## src/rtl/interval_timer.sv

```systemverilog
// interval_timer: programmable tick generator with periodic/one-shot modes, pause and shadowed period reload.
module interval_timer #(
  parameter int WIDTH          = 27,
  parameter int DEFAULT_PERIOD = 125_000,
  parameter bit AUTO_START     = 1'b1
) (
  input  logic             clk,
  input  logic             reset,
  input  logic             start,
  input  logic             stop,
  input  logic             en,
  input  logic             mode,
  input  logic             load_period,
  input  logic [WIDTH-1:0] period_in,
  output logic             tick,
  output logic             done,
  output logic             busy,
  output logic [WIDTH-1:0] count
);
  typedef enum logic [1:0] {IDLE, RUN, DONE} state_t;
  state_t state, state_n;
  logic [WIDTH-1:0] count_n, period_q, period_n, shadow;
  logic pend, pend_n, mode_q, mode_n, go, reload;
  assign go     = start && !stop;
  assign tick   = (state == RUN) && en && (count == period_q);
  assign busy   = state == RUN;
  assign done   = state == DONE;
  assign reload = load_period || pend;
  always_comb begin
    state_n  = state;
    count_n  = count;
    period_n = period_q;
    pend_n   = pend;
    mode_n   = mode_q;
    if (load_period) begin
      pend_n = 1'b1;
      if (state != RUN && !go) begin
        period_n = period_in;
        pend_n   = 1'b0;
      end
    end
    if (stop) begin
      state_n = IDLE;
      count_n = '0;
    end else if (start) begin
      state_n = RUN;
      count_n = '0;
      mode_n  = mode;
      if (reload) begin
        period_n = load_period ? period_in : shadow;
        pend_n   = 1'b0;
      end
    end else if (tick) begin
      if (mode_q) state_n = DONE;
      else begin
        count_n = '0;
        // a period loaded on the wrap cycle itself takes effect right here
        if (reload) begin
          period_n = load_period ? period_in : shadow;
          pend_n   = 1'b0;
        end
      end
    end else if (state == RUN && en) begin
      count_n = count + WIDTH'(1);
    end
  end
  always_ff @(posedge clk or posedge reset) begin
    if (reset) begin
      state    <= AUTO_START ? RUN : IDLE;
      count    <= '0;
      period_q <= WIDTH'(DEFAULT_PERIOD);
      shadow   <= WIDTH'(DEFAULT_PERIOD);
      pend     <= 1'b0;
      mode_q   <= 1'b0;
    end else begin
      state    <= state_n;
      count    <= count_n;
      period_q <= period_n;
      pend     <= pend_n;
      mode_q   <= mode_n;
      if (load_period) shadow <= period_in;
    end
  end
endmodule

```

## config.mk

```make
export PLATFORM = sky130hd
export DESIGN_NAME = interval_timer
export DESIGN_NICKNAME = d
export VERILOG_FILES = /design/src/rtl/interval_timer.sv
export SDC_FILE = /design/constraint.sdc
export NUM_CORES = 1
export LEC_CHECK = 0
export CAP_MARGIN = 20
export CORE_ASPECT_RATIO = 1.2
export CORE_UTILIZATION = 55
export CTS_BUF_LIST = sky130_fd_sc_hd__clkbuf_16
export DETAILED_ROUTE_END_ITERATION = 8
export PLACE_DENSITY = 0.83
export SLEW_MARGIN = 20
export SYNTH_ARGS = -nofsm -noshare
export SYNTH_HDL_FRONTEND = slang
export SYNTH_SLANG_ARGS = --single-unit
```

## constraint.sdc

```tcl
create_clock -name clk -period 3.7 [get_ports clk]
set_input_delay 0.74 -clock clk [delete_from_list [all_inputs] [get_ports clk]]
set_output_delay 0.74 -clock clk [all_outputs]
set_load 0.01 [all_outputs]
```

==> results.toml, run 1 <==
[pwr]
power_density_mw_per_mm2 = 433
p_int_mw = 1.80
ir_drop_mv = 0.243
p_clk_share_pct = 37.8
seqPwrFrac_pct = 46.1
p_sw_share_pct = 25.1
combPwrFrac_pct = 16.1
p_switching_mw = 0.603
p_leak_nw = 2.30

[run_status]
status = "finished with violations"
violations = "design-rule violations"

[floorplan]
die_h_um = 101
die-area_mm2 = 0.00861
floorplan.initialDensity_pct = 57.8
rows = 35
fp.dieW_um = 84.9
coreArea_mm2 = 0.00784
ios = 64

[sta]
setup_tns_ns = 0
relSlewSlack_pct = 30.3
final.period_utilization_pct = 91.0
hold_viol_final = 0
slew_violations = 0
skew_ns = 0.00698
worst_pin_slew_ns = 1.04
finalSetupViolCount = 0
min_period_ns = 3.37
timing.fmax_ghz = 0.297
rsz0062_at_grt = "false"

[routing]
wl_per_cell_um = 18.9
drt_iter0_markers = 259
drcViolationCount = 5
firstDrtPassIters = 7
ant_nets = 0
routed_wl_um = 10500
vias = 3436
vias_per_cell = 6.21

[clock_network]
htreeDepth = 3
cts.sinks = 85
clk_latency_ns = 0.34
cts_inserted_buffers = 9
cts_setup_buffers = 0
hold_buffers = 0
cts_root_buffer = "clkbuf_16"
path_clk_slew_ns = 0.06
cts_buffer_depth = 2
ctsResizeCount = 0
cts_tree = "yes"

[global_routing]
overflow = 0
grt_pass1_wl_um = 17000
antenna_found_initial = 0
grt_usage_pct = 25.9
grt_pass1_vias = 3481
grt_start_max_net_pins = 50

[setup_path]
critPathSlowestCell = "clkdlybuf4s50_1"
crit_required_ns = 2.96
max_stage_delay_ns = 0.56
arrival_ns = 2.63
worstPathCellList = "xor2_1 -> nor4_2 -> nand4_2 -> or2_1 -> nor2_1 -> clkdlybuf4s50_1"
cp-end-kind = "primary output"
worstPathMaxFanout = 7
critical_path_class = "reg -> out"
cp-start-kind = "flip-flop"

[finish]
drive_above_1_share_pct = 28.6
fillers = 534
syn2layout_area_growth_pct = 22.7
antenna_cells = 0
layout.nets = 491
final_cell_count_no_fill = 553
final_area_mm2 = 0.00556

[place]
dpl.hpwl_um = 7160
dpl_cell_area_mm2 = 0.00526
dp_cells = 537
gp_congestion = 0.927
port_buffers = 63

[yosys]
synth_nets = 424
ys_seq_elements = 85
synth_top_area_share_pct = 38.7
synth_area_mm2 = 0.00453
syn_avg_cell_area_um2 = 11.6
yosysTopAreaCell = "dfrtp_1"
synthArstFlopShare_pct = 100
synth_area_leaders = "dfrtp_1 (39%), mux2_2 (15%), dfstp_2 (8.7%), mux2_4 (6.6%), xor2_1 (4.6%)"
synth-compound-area-share_pct = 8.84
seq_area_frac_synth_pct = 47.4
synth_xor_area_share_pct = 5.22
synth_simple_gate_area_share_pct = 12.8
synthMuxAreaShare_pct = 22.5
yosys_most_used_dff = "dfrtp_1"
ys_warn_count = 0
synth_top_family_by_area = "multiplexers"
synth-edff-count = 0
synth_cell_types = 46
postSynthCellCount = 389
synth_adder_area_share_pct = 0.276

[worst_hold_path]
hp-class = "reg -> reg"

[flow_run]
max_cap_viol_count = 0
-- sequential cells by signal, indices dropped and copies added (netlist names) --
signal / count
mode_q: 1
shadow: 27
pend: 1
count: 27
state: 2
period_q: 27
-- cell type report --
type                            instances  area, um2  area share (%)
Clock buffer                            9        225            4.05
Clock inverter                          7       75.1            1.35
Inverter                                6       23.8           0.428
Multi-Input combinational cell        280       2250            40.4
Sequential cell                        85       2150            38.6
Tap cell                               92        115            2.07
Timing Repair Buffer                   74        726            13.1
-- worst paths after layout --
kind | start | to | slack, ns | depth (start not counted)
worst min-delay path | shadow[2] | shadow[2] | 0.49 | 1
worst min register to register | shadow[2] | shadow[2] | 0.49 | 1
worst max-delay path | count[9] | tick | 0.33 | 6
max in group asynchronous | reset | state[0] | 2.11 | 3
worst max register to register | count[9] | period_q[18] | 0.95 | 8
min in group asynchronous | reset | shadow[10] | 0.87 | 2
-- power groups by stage --
| stage | Combinational (mW) | Sequential [mW] | Clock, mW |
|---|---|---|---|
| floorplan | 0.291 | 1.10 | 0 |
| global placement | 0.374 | 1.12 | 0 |
| detailed placement | 0.389 | 1.12 | 0 |
| CTS | 0.392 | 1.11 | 0.913 |
| global route | 0.420 | 1.12 | 0.951 |
| finish | 0.388 | 1.11 | 0.910 |
-- routing by layer --
layer	wire (um)	part of all wire (%)	GRT usage, %
met5	0	0	0
met2	5230	50	44.0
met3	545	5.2	5.30
met1	4310	41	31.0
met4	378	3.6	14.7
-- stage by stage --
step                power, mW  setup WS, ns  util, %  hold slack, ns
floorplan                1.39         0.791        -           0.467
global placement         1.49         0.609     67.1           0.477
detailed placement       1.51         0.571     67.1           0.484
CTS                      2.41         0.340     70.9           0.499
global route             2.49         0.211     70.9           0.509
finish                   2.40         0.332     70.9           0.494
-- critical path, delay by kind of cell, from the launching register on --
family | cells | cell delay (ns)
DFF | 1 | 0.48
xor gates and xnor gates | 1 | 0.21
and+or+nand+nor | 4 | 1.04
buffers and inverters | 1 | 0.56
-- placed cells by master (no fill, tap or decap), drive strengths merged, types with 2 or more instances in the layout --
master / n
a21oi: 15
a22oi: 7
a32o: 3
a32oi: 2
and2: 2
and3: 4
and4: 2
buf: 11
clkbuf: 9
clkdlybuf4s50: 63
clkinv: 2
clkinvlp: 2
dfrtp: 70
dfstp: 15
inv: 8
mux2: 82
mux2i: 2
nand2: 19
nand2b: 2
nand3: 16
nand3b: 2
nand4: 8
nor2: 17
nor3: 6
nor4: 7
o21ai: 20
o311ai: 2
o31ai: 7
or2: 3
or3: 16
xnor2: 3
xor2: 24
-- synthesized netlist by cell type, types with 7 or more instances --
| cell type | number |
|---|---|
| nand3_1 | 16 |
| mux2_2 | 62 |
| or3_1 | 16 |
| a21oi_1 | 15 |
| dfstp_2 | 15 |
| mux2_4 | 20 |
| clkbuf_1 | 9 |
| a22oi_1 | 7 |
| nand4_1 | 7 |
| dfrtp_1 | 70 |
| nor2_1 | 17 |
| o21ai_0 | 20 |
| xor2_1 | 24 |
| nand2_1 | 19 |
-- cell families (layout without fill, tap and decap cells) --
| logic type | Yosys count | count (layout) |
|---|---|---|
| adder cells (fa/ha/maj) | 1 | 1 |
| AND/OR/NAND/NOR | 106 | 106 |
| XOR/XNOR | 27 | 27 |
| buffers and inverters | 24 | 96 |
| flip-flops | 85 | 85 |
| AO/OA/AOI/OAI | 62 | 62 |
| multiplexers | 84 | 84 |
Note: power is estimated with default switching activity, not from simulation.
==> run 2: changes to the inputs <==
--- a/config.mk
+++ b/config.mk
@@ -11,7 +11,8 @@
 export CTS_BUF_LIST = sky130_fd_sc_hd__clkbuf_16
 export DETAILED_ROUTE_END_ITERATION = 8
 export PLACE_DENSITY = 0.83
-export SLEW_MARGIN = 20
+export REMOVE_ABC_BUFFERS = 1
+export SLEW_MARGIN = 10
 export SYNTH_ARGS = -nofsm -noshare
 export SYNTH_HDL_FRONTEND = slang
 export SYNTH_SLANG_ARGS = --single-unit
==> results.toml, run 2 (synthesized netlist as in run 1, its figures left out) <==
[global_routing]
grt_pass1_wl_um = 17200
top_usage_layer = "met2"
met3_usage_pct = 4.07
overflow = 0
grt_util_met2_pct = 45.0
gr-usage-met1_pct = 33.0
grt_start_max_net_pins = 37
antenna_found_initial = 0
grt_usage_pct = 26.4
grt_pass1_vias = 3383

[run_status]
violations = "design-rule violations"
status = "finished with violations"

[pwr]
ir_drop_mv = 0.396
p_leak_nw = 2.30
power_density_mw_per_mm2 = 429

[setup_path]
r2r_start = "count[9]"
arrival_ns = 2.62
critPathSlowestCell = "clkdlybuf4s50_1"
critical_path_class = "reg -> out"
worstPathMaxFanout = 7
critPathLaunch = "count[9]"
max_stage_delay_ns = 0.57
worstPathBufferInverterCount = 1
crit_required_ns = 2.96
crit_family = "simple AND/OR/NAND/NOR gates"
cp-end-kind = "primary output"
cp-start-kind = "flip-flop"
worstPathCellList = "xor2_1 -> nor4_2 -> nand4_2 -> or2_1 -> nor2_1 -> clkdlybuf4s50_1"

[sta]
worst_pin_slew_ns = 0.650
skew_ns = 0.00626
relSlewSlack_pct = 56.3
slew_violations = 0
setup_tns_ns = 0
final.period_utilization_pct = 90.8
hold_viol_final = 0
rsz0062_at_grt = "false"
min_period_ns = 3.36
timing.fmax_ghz = 0.298
finalSetupViolCount = 0
hold_slack_ns = 0.499

[routing]
vias = 3332
wl_per_cell_um = 18.4
routed_wl_um = 10200
drcViolationCount = 4
vias_per_cell = 5.99
firstDrtPassIters = 7
drt_iter0_markers = 222
ant_nets = 0

[floorplan]
fp.dieW_um = 84.9
rows = 35
floorplan.initialDensity_pct = 57.8
coreArea_mm2 = 0.00784
die_h_um = 101
die-area_mm2 = 0.00861
ios = 64

[place]
dpl_cell_area_mm2 = 0.00527
port_buffers = 63
gp_congestion = 0.864
dpl.hpwl_um = 7240

[clock_network]
path_clk_slew_ns = 0.06
cts.sinks = 85
hold_buffers = 0
cts_root_buffer = "clkbuf_16"
htreeDepth = 3
ctsResizeCount = 0
cts_setup_buffers = 0
clk_latency_ns = 0.34
cts_tree = "yes"
cts_buffer_depth = 2
cts_inserted_buffers = 9

[worst_hold_path]
hp-class = "reg -> reg"
hold_start = "shadow[1]"

[finish]
layout_commonest_cell = "dfrtp_1"
antenna_cells = 0
final_cell_mix = "dfrtp_1 (70), clkdlybuf4s50_1 (63), mux2_2 (62)"
layout.nets = 494
drive_above_1_share_pct = 29.3
utilization_pct = 71.2
top_regs = "count: 27 flops, period_q: 27 flops, shadow: 27 flops"
final_area_mm2 = 0.00558
syn2layout_area_growth_pct = 23.1

[flow_run]
max_cap_viol_count = 0
run 2: final timing paths:
kind,to,slack [ns],cells past startpoint
min,shadow[1],0.50,1
max in group asynchronous,shadow[15],2.17,3
max,tick,0.34,6
min in group asynchronous,shadow[20],0.79,2
max reg2reg,period_q[22],1.07,8
min reg2reg,shadow[1],0.50,1
run 2: area by class of cell:
type                    count  area, um2
clock buffers               9        225
inverters                   6       23.8
well taps                  92        115
repair buffers             77        746
multi-input cells         280       2250
clock inverters             7       75.1
flip-flops and latches     85       2150
fillers                   561       2260
run 2: per-stage QoR:
stage | cells | power, mW | setup slack (ns)
final | 556 | 2.39 | 0.342
after global routing | 556 | 2.49 | 0.168
after CTS | 555 | 2.41 | 0.343
after detailed placement | 539 | 1.51 | 0.707
after global placement | 539 | 1.49 | 0.683
after floorplan | 371 | 1.38 | 0.791
run 2: worst reg2reg max path: stages, from the launching register on:
cell,delay [ns]
dfrtp_1,0.45
xor2_1,0.20
nor4_2,0.37
nand4_2,0.24
or2_1,0.30
buf_4,0.20
o22a_1,0.19
buf_4,0.22
mux2_4,0.34
run 2: per-layer routing:
layer	wire length (um)	vias to the layer above
met5	0	-
met4	245	0
met3	480	17
met2	5270	80
met1	4240	1676
li1	-	1559
run 2: power by group:
part | total (mW) | switching (mW) | internal (mW)
Sequential | 1.10 | 0.0604 | 1.04
Combinational | 0.392 | 0.159 | 0.233
Clock | 0.898 | 0.373 | 0.525
